===== src/rtl/fifo_txn_initiator_pkg.sv =====
// Shared definitions for the FIFO transaction initiator: state encoding,
// opcode values and default geometry.
package fifo_init_pkg;

  localparam int DEPTH_DEF  = 8;
  localparam int DATA_W_DEF = 8;

  localparam logic OP_READ  = 1'b0;
  localparam logic OP_WRITE = 1'b1;

  typedef enum logic [2:0] {
    ST_INIT  = 3'd0,
    ST_IDLE  = 3'd1,
    ST_ISSUE = 3'd2,
    ST_WAIT  = 3'd3,
    ST_RESP  = 3'd4,
    ST_ABORT = 3'd5
  } state_t;

endpackage


===== src/rtl/fifo_txn_initiator_occ_counter.sv =====
// Occupancy register for the initiator's local view of the FIFO fill level;
// clear has priority, and inc/dec are blocked at the full/empty limits.
module fifo_occ_counter
  import fifo_init_pkg::*;
#(
  parameter int DEPTH = DEPTH_DEF,
  parameter int CNT_W = $clog2(DEPTH) + 1
) (
  input  logic             i_clk,
  input  logic             i_rst,
  input  logic             i_inc,
  input  logic             i_dec,
  input  logic             i_clr,
  output logic [CNT_W-1:0] o_count,
  output logic             o_full,
  output logic             o_empty
);

  logic [CNT_W-1:0] r_count;

  always_ff @(posedge i_clk or posedge i_rst) begin
    if (i_rst) begin
      r_count <= '0;
    end else if (i_clr) begin
      r_count <= '0;
    end else if (i_inc && !o_full) begin
      r_count <= r_count + CNT_W'(1);
    end else if (i_dec && !o_empty) begin
      r_count <= r_count - CNT_W'(1);
    end else begin
      r_count <= r_count;
    end
  end

  assign o_count = r_count;
  assign o_full  = (r_count == CNT_W'(DEPTH));
  assign o_empty = (r_count == '0);

endmodule


===== src/rtl/fifo_txn_initiator.sv =====
// Host-side initiator driving the FIFO controller's Start/Write/Done protocol.
// Optional Done timeout with abort is enabled by defining FIFO_INIT_TIMEOUT_EN.
module fifo_txn_initiator
  import fifo_init_pkg::*;
#(
  parameter int DEPTH  = DEPTH_DEF,
  parameter int DATA_W = DATA_W_DEF,
  parameter int CNT_W  = $clog2(DEPTH) + 1
`ifdef FIFO_INIT_TIMEOUT_EN
  , parameter int TIMEOUT = 15
`endif
) (
  input  logic              clk,
  input  logic              ClearAllReg,
  input  logic              req_valid,
  output logic              req_ready,
  input  logic              req_write,
  input  logic [DATA_W-1:0] req_wdata,
  output logic              rsp_valid,
  input  logic              rsp_ready,
  output logic [DATA_W-1:0] rsp_rdata,
  output logic              rsp_err,
  output logic              Start,
  output logic              Write,
  output logic              ClearCtrl_n,
  output logic [DATA_W-1:0] wbuf_data,
  input  logic              Done,
  input  logic [DATA_W-1:0] rbuf_data,
  output logic [CNT_W-1:0]  count,
  output logic              full,
  output logic              empty
);

  state_t              r_state;
  state_t              w_state_nxt;
  logic                r_write;
  logic [DATA_W-1:0]   r_wdata;
  logic [DATA_W-1:0]   r_rdata;
  logic                r_err;
  logic                w_accept;
  logic                w_reject;
  logic                w_inc;
  logic                w_dec;
  logic                w_clr;

`ifdef FIFO_INIT_TIMEOUT_EN
  localparam int TMO_W = $clog2(TIMEOUT + 1);
  logic [TMO_W-1:0] r_tmo;

  always_ff @(posedge clk or posedge ClearAllReg) begin
    if (ClearAllReg) begin
      r_tmo <= '0;
    end else if (r_state == ST_WAIT) begin
      r_tmo <= r_tmo + TMO_W'(1);
    end else begin
      r_tmo <= '0;
    end
  end
`endif

  always_ff @(posedge clk or posedge ClearAllReg) begin
    if (ClearAllReg) begin
      r_state <= ST_INIT;
    end else begin
      r_state <= w_state_nxt;
    end
  end

  // Reject decision uses the pre-transaction occupancy so count can never wrap.
  always_comb begin
    w_state_nxt = r_state;
    w_accept    = 1'b0;
    w_reject    = ((req_write == OP_WRITE) && full) || ((req_write == OP_READ) && empty);
    w_inc       = 1'b0;
    w_dec       = 1'b0;
    w_clr       = 1'b0;
    case (r_state)
      ST_INIT: begin
        w_state_nxt = ST_IDLE;
      end
      ST_IDLE: begin
        if (req_valid) begin
          w_accept    = 1'b1;
          w_state_nxt = w_reject ? ST_RESP : ST_ISSUE;
        end else begin
          w_state_nxt = ST_IDLE;
        end
      end
      ST_ISSUE: begin
        w_state_nxt = ST_WAIT;
      end
      ST_WAIT: begin
        if (Done) begin
          w_state_nxt = ST_RESP;
          w_inc       = (r_write == OP_WRITE);
          w_dec       = (r_write == OP_READ);
`ifdef FIFO_INIT_TIMEOUT_EN
        end else if (r_tmo == TMO_W'(TIMEOUT - 1)) begin
          w_state_nxt = ST_ABORT;
`endif
        end else begin
          w_state_nxt = ST_WAIT;
        end
      end
      ST_RESP: begin
        w_state_nxt = rsp_ready ? ST_IDLE : ST_RESP;
      end
`ifdef FIFO_INIT_TIMEOUT_EN
      ST_ABORT: begin
        w_clr       = 1'b1;
        w_state_nxt = ST_RESP;
      end
`endif
      default: begin
        w_state_nxt = ST_INIT;
      end
    endcase
  end

  always_ff @(posedge clk or posedge ClearAllReg) begin
    if (ClearAllReg) begin
      r_write <= OP_READ;
      r_wdata <= '0;
      r_rdata <= '0;
      r_err   <= 1'b0;
    end else begin
      if (w_accept) begin
        r_write <= req_write;
        r_wdata <= req_wdata;
        r_err   <= w_reject;
      end
      if ((r_state == ST_WAIT) && Done) begin
        r_rdata <= (r_write == OP_WRITE) ? '0 : rbuf_data;
      end
`ifdef FIFO_INIT_TIMEOUT_EN
      if (r_state == ST_ABORT) begin
        r_err <= 1'b1;
      end
`endif
      if ((r_state == ST_RESP) && rsp_ready) begin
        r_err   <= 1'b0;
        r_rdata <= '0;
      end
    end
  end

  fifo_occ_counter #(
    .DEPTH (DEPTH),
    .CNT_W (CNT_W)
  ) u_occ (
    .i_clk   (clk),
    .i_rst   (ClearAllReg),
    .i_inc   (w_inc),
    .i_dec   (w_dec),
    .i_clr   (w_clr),
    .o_count (count),
    .o_full  (full),
    .o_empty (empty)
  );

  assign req_ready   = (r_state == ST_IDLE);
  assign rsp_valid   = (r_state == ST_RESP);
  assign rsp_rdata   = r_rdata;
  assign rsp_err     = r_err;
  assign Start       = (r_state == ST_ISSUE);
  assign Write       = r_write & ((r_state == ST_ISSUE) | (r_state == ST_WAIT));
  assign ClearCtrl_n = !((r_state == ST_INIT) || (r_state == ST_ABORT));
  assign wbuf_data   = r_wdata;

endmodule


===== config.mk =====
export PLATFORM = sky130hd
export DESIGN_NAME = fifo_txn_initiator
export DESIGN_NICKNAME = d
export VERILOG_FILES = /design/src/rtl/fifo_txn_initiator_pkg.sv /design/src/rtl/fifo_txn_initiator_occ_counter.sv /design/src/rtl/fifo_txn_initiator.sv
export SDC_FILE = /design/constraint.sdc
export NUM_CORES = 1
export LEC_CHECK = 0
export CORE_MARGIN = 1
export CORE_UTILIZATION = 38
export CTS_CLUSTER_SIZE = 25
export DETAILED_ROUTE_END_ITERATION = 8
export PLACE_DENSITY = 0.75
export SYNTH_ARGS = -nofsm -noshare
export SYNTH_HDL_FRONTEND = slang
export SYNTH_SLANG_ARGS = --single-unit

===== constraint.sdc =====
create_clock -name clk -period 2.4 [get_ports clk]
set_clock_uncertainty 0.05 [all_clocks]
set_input_delay 0.6 -clock clk [delete_from_list [all_inputs] [get_ports clk]]
set_output_delay 0.6 -clock clk [all_outputs]
set_load 0.03 [all_outputs]

==> results of run 1 <==
Yosys cell counts, types with 2 or more instances:
cell and count:
nand2b_1 2, a22o_1 8, mux2_4 7, inv_1 4, xor2_1 3, nand2_1 9
o21ai_0 2, a21oi_1 2, ha_1 2, clkbuf_1 3, xnor2_1 2, dfrtp_1 25
nand3_1 2, or3_1 2, mux2_2 2, nor2_1 8, nor3b_2 2
worst reg2reg max path: stages, from the launching register on:
cell      delay (ps)
dfrtp_2          480
nand4b_1         230
or3_4            440
ha_4             300
nand3_1          110
and2_4           160
a311o_1          340
a31oi_1          140
cell families (layout without fill, tap and decap cells):
| logic type | after synthesis | in the layout | synth area share |
|---|---|---|---|
| adder cells (fa/ha/maj) | 3 | 3 | 0.0371 |
| buffers and inverters | 9 | 69 | 0.0371 |
| multiplexers | 10 | 10 | 0.113 |
| AO/OA/AOI/OAI | 21 | 21 | 0.132 |
| AND/OR/NAND/NOR | 29 | 29 | 0.130 |
| XOR/XNOR | 5 | 5 | 0.0361 |
| flip-flops | 25 | 25 | 0.515 |
power by group:
part	leakage (nW)	internal, mW	switching (mW)
Sequential	0.304	0.632	0.163
Clock	0.0177	0.0623	0.129
Combinational	0.514	0.844	0.918
Total	0.835	1.54	1.21
sequential cells by signal, summed over array words and instances, names as in the netlist:
register,cells
r_state,3
u_occ.o_count,4
wbuf_data,8
rsp_rdata,8
rsp_err,1
r_write,1
layer usage:
| layer | up-vias | global-route usage |
|---|---|---|
| met4 | 0 | 0.0782 |
| met5 | - | 0 |
| li1 | 479 | - |
| met1 | 509 | 0.236 |
| met2 | 21 | 0.327 |
| met3 | 4 | 0.0286 |
final timing paths:
check / from / end / cells past startpoint / slack [ps]
setup reg to reg: r_state[2] / u_occ.o_count[3] / 7 / 100
hold reg to reg: rsp_rdata[3] / rsp_rdata[3] / 1 / 470
max in group asynchronous: ClearAllReg / r_state[2] / 3 / 1480
setup / recovery: u_occ.o_count[2] / empty / 3 / 90
min in group asynchronous: ClearAllReg / u_occ.o_count[2] / 3 / 560
hold / removal: rsp_rdata[3] / rsp_rdata[3] / 1 / 470
metrics by stage:
| step | std cells | setup TNS, ps |
|---|---|---|
| final | 206 | 0 |
| after detailed placement | 202 | -870 |
| after global placement | 202 | -580 |
| after global routing | 206 | 0 |
| after CTS | 206 | 0 |
| after floorplan | 102 | 0 |
repair_timing:
item | CTS | global route
gates resized for setup | 8 | 6
cloned | 0 | 0
endpoints found under the setup margin | 7 | 4
pin swaps | 1 | 0
hold endpoints to repair | 0 | 0
cell type report:
| class | instances | area share |
|---|---|---|
| Clock inverter | 1 | 0.00266 |
| Clock buffer | 3 | 0.0120 |
| Tap cell | 44 | 0.0293 |
| Inverter | 4 | 0.00799 |
| Multi-Input combinational cell | 68 | 0.306 |
| Sequential cell | 25 | 0.337 |
| Timing Repair Buffer | 61 | 0.304 |
==> results.py, run 1 <==
metrics = {
    "sta": {
        "period_needed_ps": 2310,
        "holdWs_ps": 472,
        "setup_viol_count_final": 0,
        "hold_violations": 0,
        "slew_headroom": 0.735,
        "rsz0062_at_grt": "false",
        "fin_ws_ps": 86.0,
        "max_freq_mhz": 432,
        "timing.final.crit_share": 0.964,
        "slew_violations": 0,
        "tightestPinTransition_ps": 398,
    },
    "flow_run": {
        "max_cap_violations": 0,
    },
    "grt": {
        "antenna_found_initial": 0,
        "grt_overflow": 0,
        "grt_pass1_wl_um": 4840,
        "grt_usage": 0.189,
        "grt_max_degree": 26,
        "grt_pass1_vias": 1037,
    },
    "final_layout": {
        "final_nets": 188,
        "drive_gt1_frac": 0.253,
        "final_util": 0.615,
        "n_antenna_cell": 0,
        "multi_input_area_um2": 576,
        "design_area_um2": 1880,
        "seq_area_um2": 633,
        "mostFrequentLayoutCells": "clkdlybuf4s50_1, dfrtp_1, buf_4",
        "syn_to_final_growth_pct": 54.6,
        "fillCellCount": 273,
        "layout.cells.most_common": "clkdlybuf4s50_1",
    },
    "die": {
        "dieArea_um2": 3430,
        "core_area_um2": 3050,
        "die_width_um": 58.5,
        "initial_core_util": 0.398,
        "std_cell_rows": 20,
        "die_y_um": 58.5,
        "io_pins": 50,
    },
    "setup_path": {
        "worstPathCellList": "or3_1 -> nor2_1 -> clkdlybuf4s15_1",
        "critical-path-top-delay-family": "simple AND/OR/NAND/NOR gates",
        "slowest_stage": "or3_1",
        "worstSetupEndpointType": "output port",
        "crit_fanout": 3,
        "worstPathArrival_ps": 1660,
        "worstPathRequired_ps": 1750,
        "startpoint_type": "flop",
        "critPathKind": "reg -> out",
        "slowest_delay_ps": 440,
        "path_buf_inv": 1,
    },
    "route": {
        "wl_per_cell_um": 14.6,
        "antenna_left": 0,
        "route.vias.total": 1013,
        "drc": 2,
        "first_iter_violations": 54,
        "viasPerCell": 4.92,
        "wl_met1_um": 1290,
        "topRoutingLayerUsed": "met4",
        "drt-total-wl_um": 3020,
        "route.met3.wl_um": 38,
        "detail_route.first_pass.iterations": 6,
        "wl_met2_um": 1650,
    },
    "placed_design": {
        "detailed_place_hpwl_um": 2360,
        "placed_area_um2": 1860,
        "pre_cts_ws_ps": -467,
        "io_buffers": 49,
        "gp_congestion": 0.759,
    },
    "clocking": {
        "clkLatencyLatePin_ps": 320,
        "cts_max_level": 1,
        "clk_transition_reported_paths_ps": 140,
        "hold_buffers": 0,
        "postCtsSetupRepairBufs": 0,
        "cts_root_buffer": "clkbuf_4",
        "cts_buffers": 3,
        "cts.path.max_buffers": 2,
        "cts_tree": "done",
        "cts_sinks": 25,
    },
    "synth": {
        "synth_edf_count": 0,
        "ys_ff_latch": 25,
        "ys_async_sr_fraction": 1.00,
        "syn-num-nets": 127,
        "yosysTopAreaCell": "dfrtp_1",
        "yosysTopAreaCellShare": 0.515,
        "synth_flop_cell": "dfrtp_1",
        "syn_inst": 102,
        "yosysSeqAreaShare": 0.515,
        "ys_warn_count": 0,
        "syn_area_um2": 1210,
        "postSynthAreaPerCell_um2": 11.9,
        "synth_area_leaders": "dfrtp_1, mux2_4, a22o_1, nand2_1, nor2_1",
        "yosys.cell_types.count": 34,
    },
    "outcome": {
        "outcome": "complete, but fails checks",
        "violations": "DRC",
    },
    "power_and_ir_drop": {
        "worst_ir_drop_vdd_mv": 0.538,
        "power_density_nw_per_um2": 1460,
        "total_power_mw": 2.75,
        "p_leak_nw": 0.835,
    },
    "hold_path": {
        "hp-class": "reg -> reg",
    },
}
Note: power is estimated with default switching activity, not from simulation.
==> run 2, diff against run 1 <==
- CAP_MARGIN: unset -> 20
- SLEW_MARGIN: unset -> 40
==> results of run 2 <==
The final DEF is identical to that of run 1; final timing and power are the same.
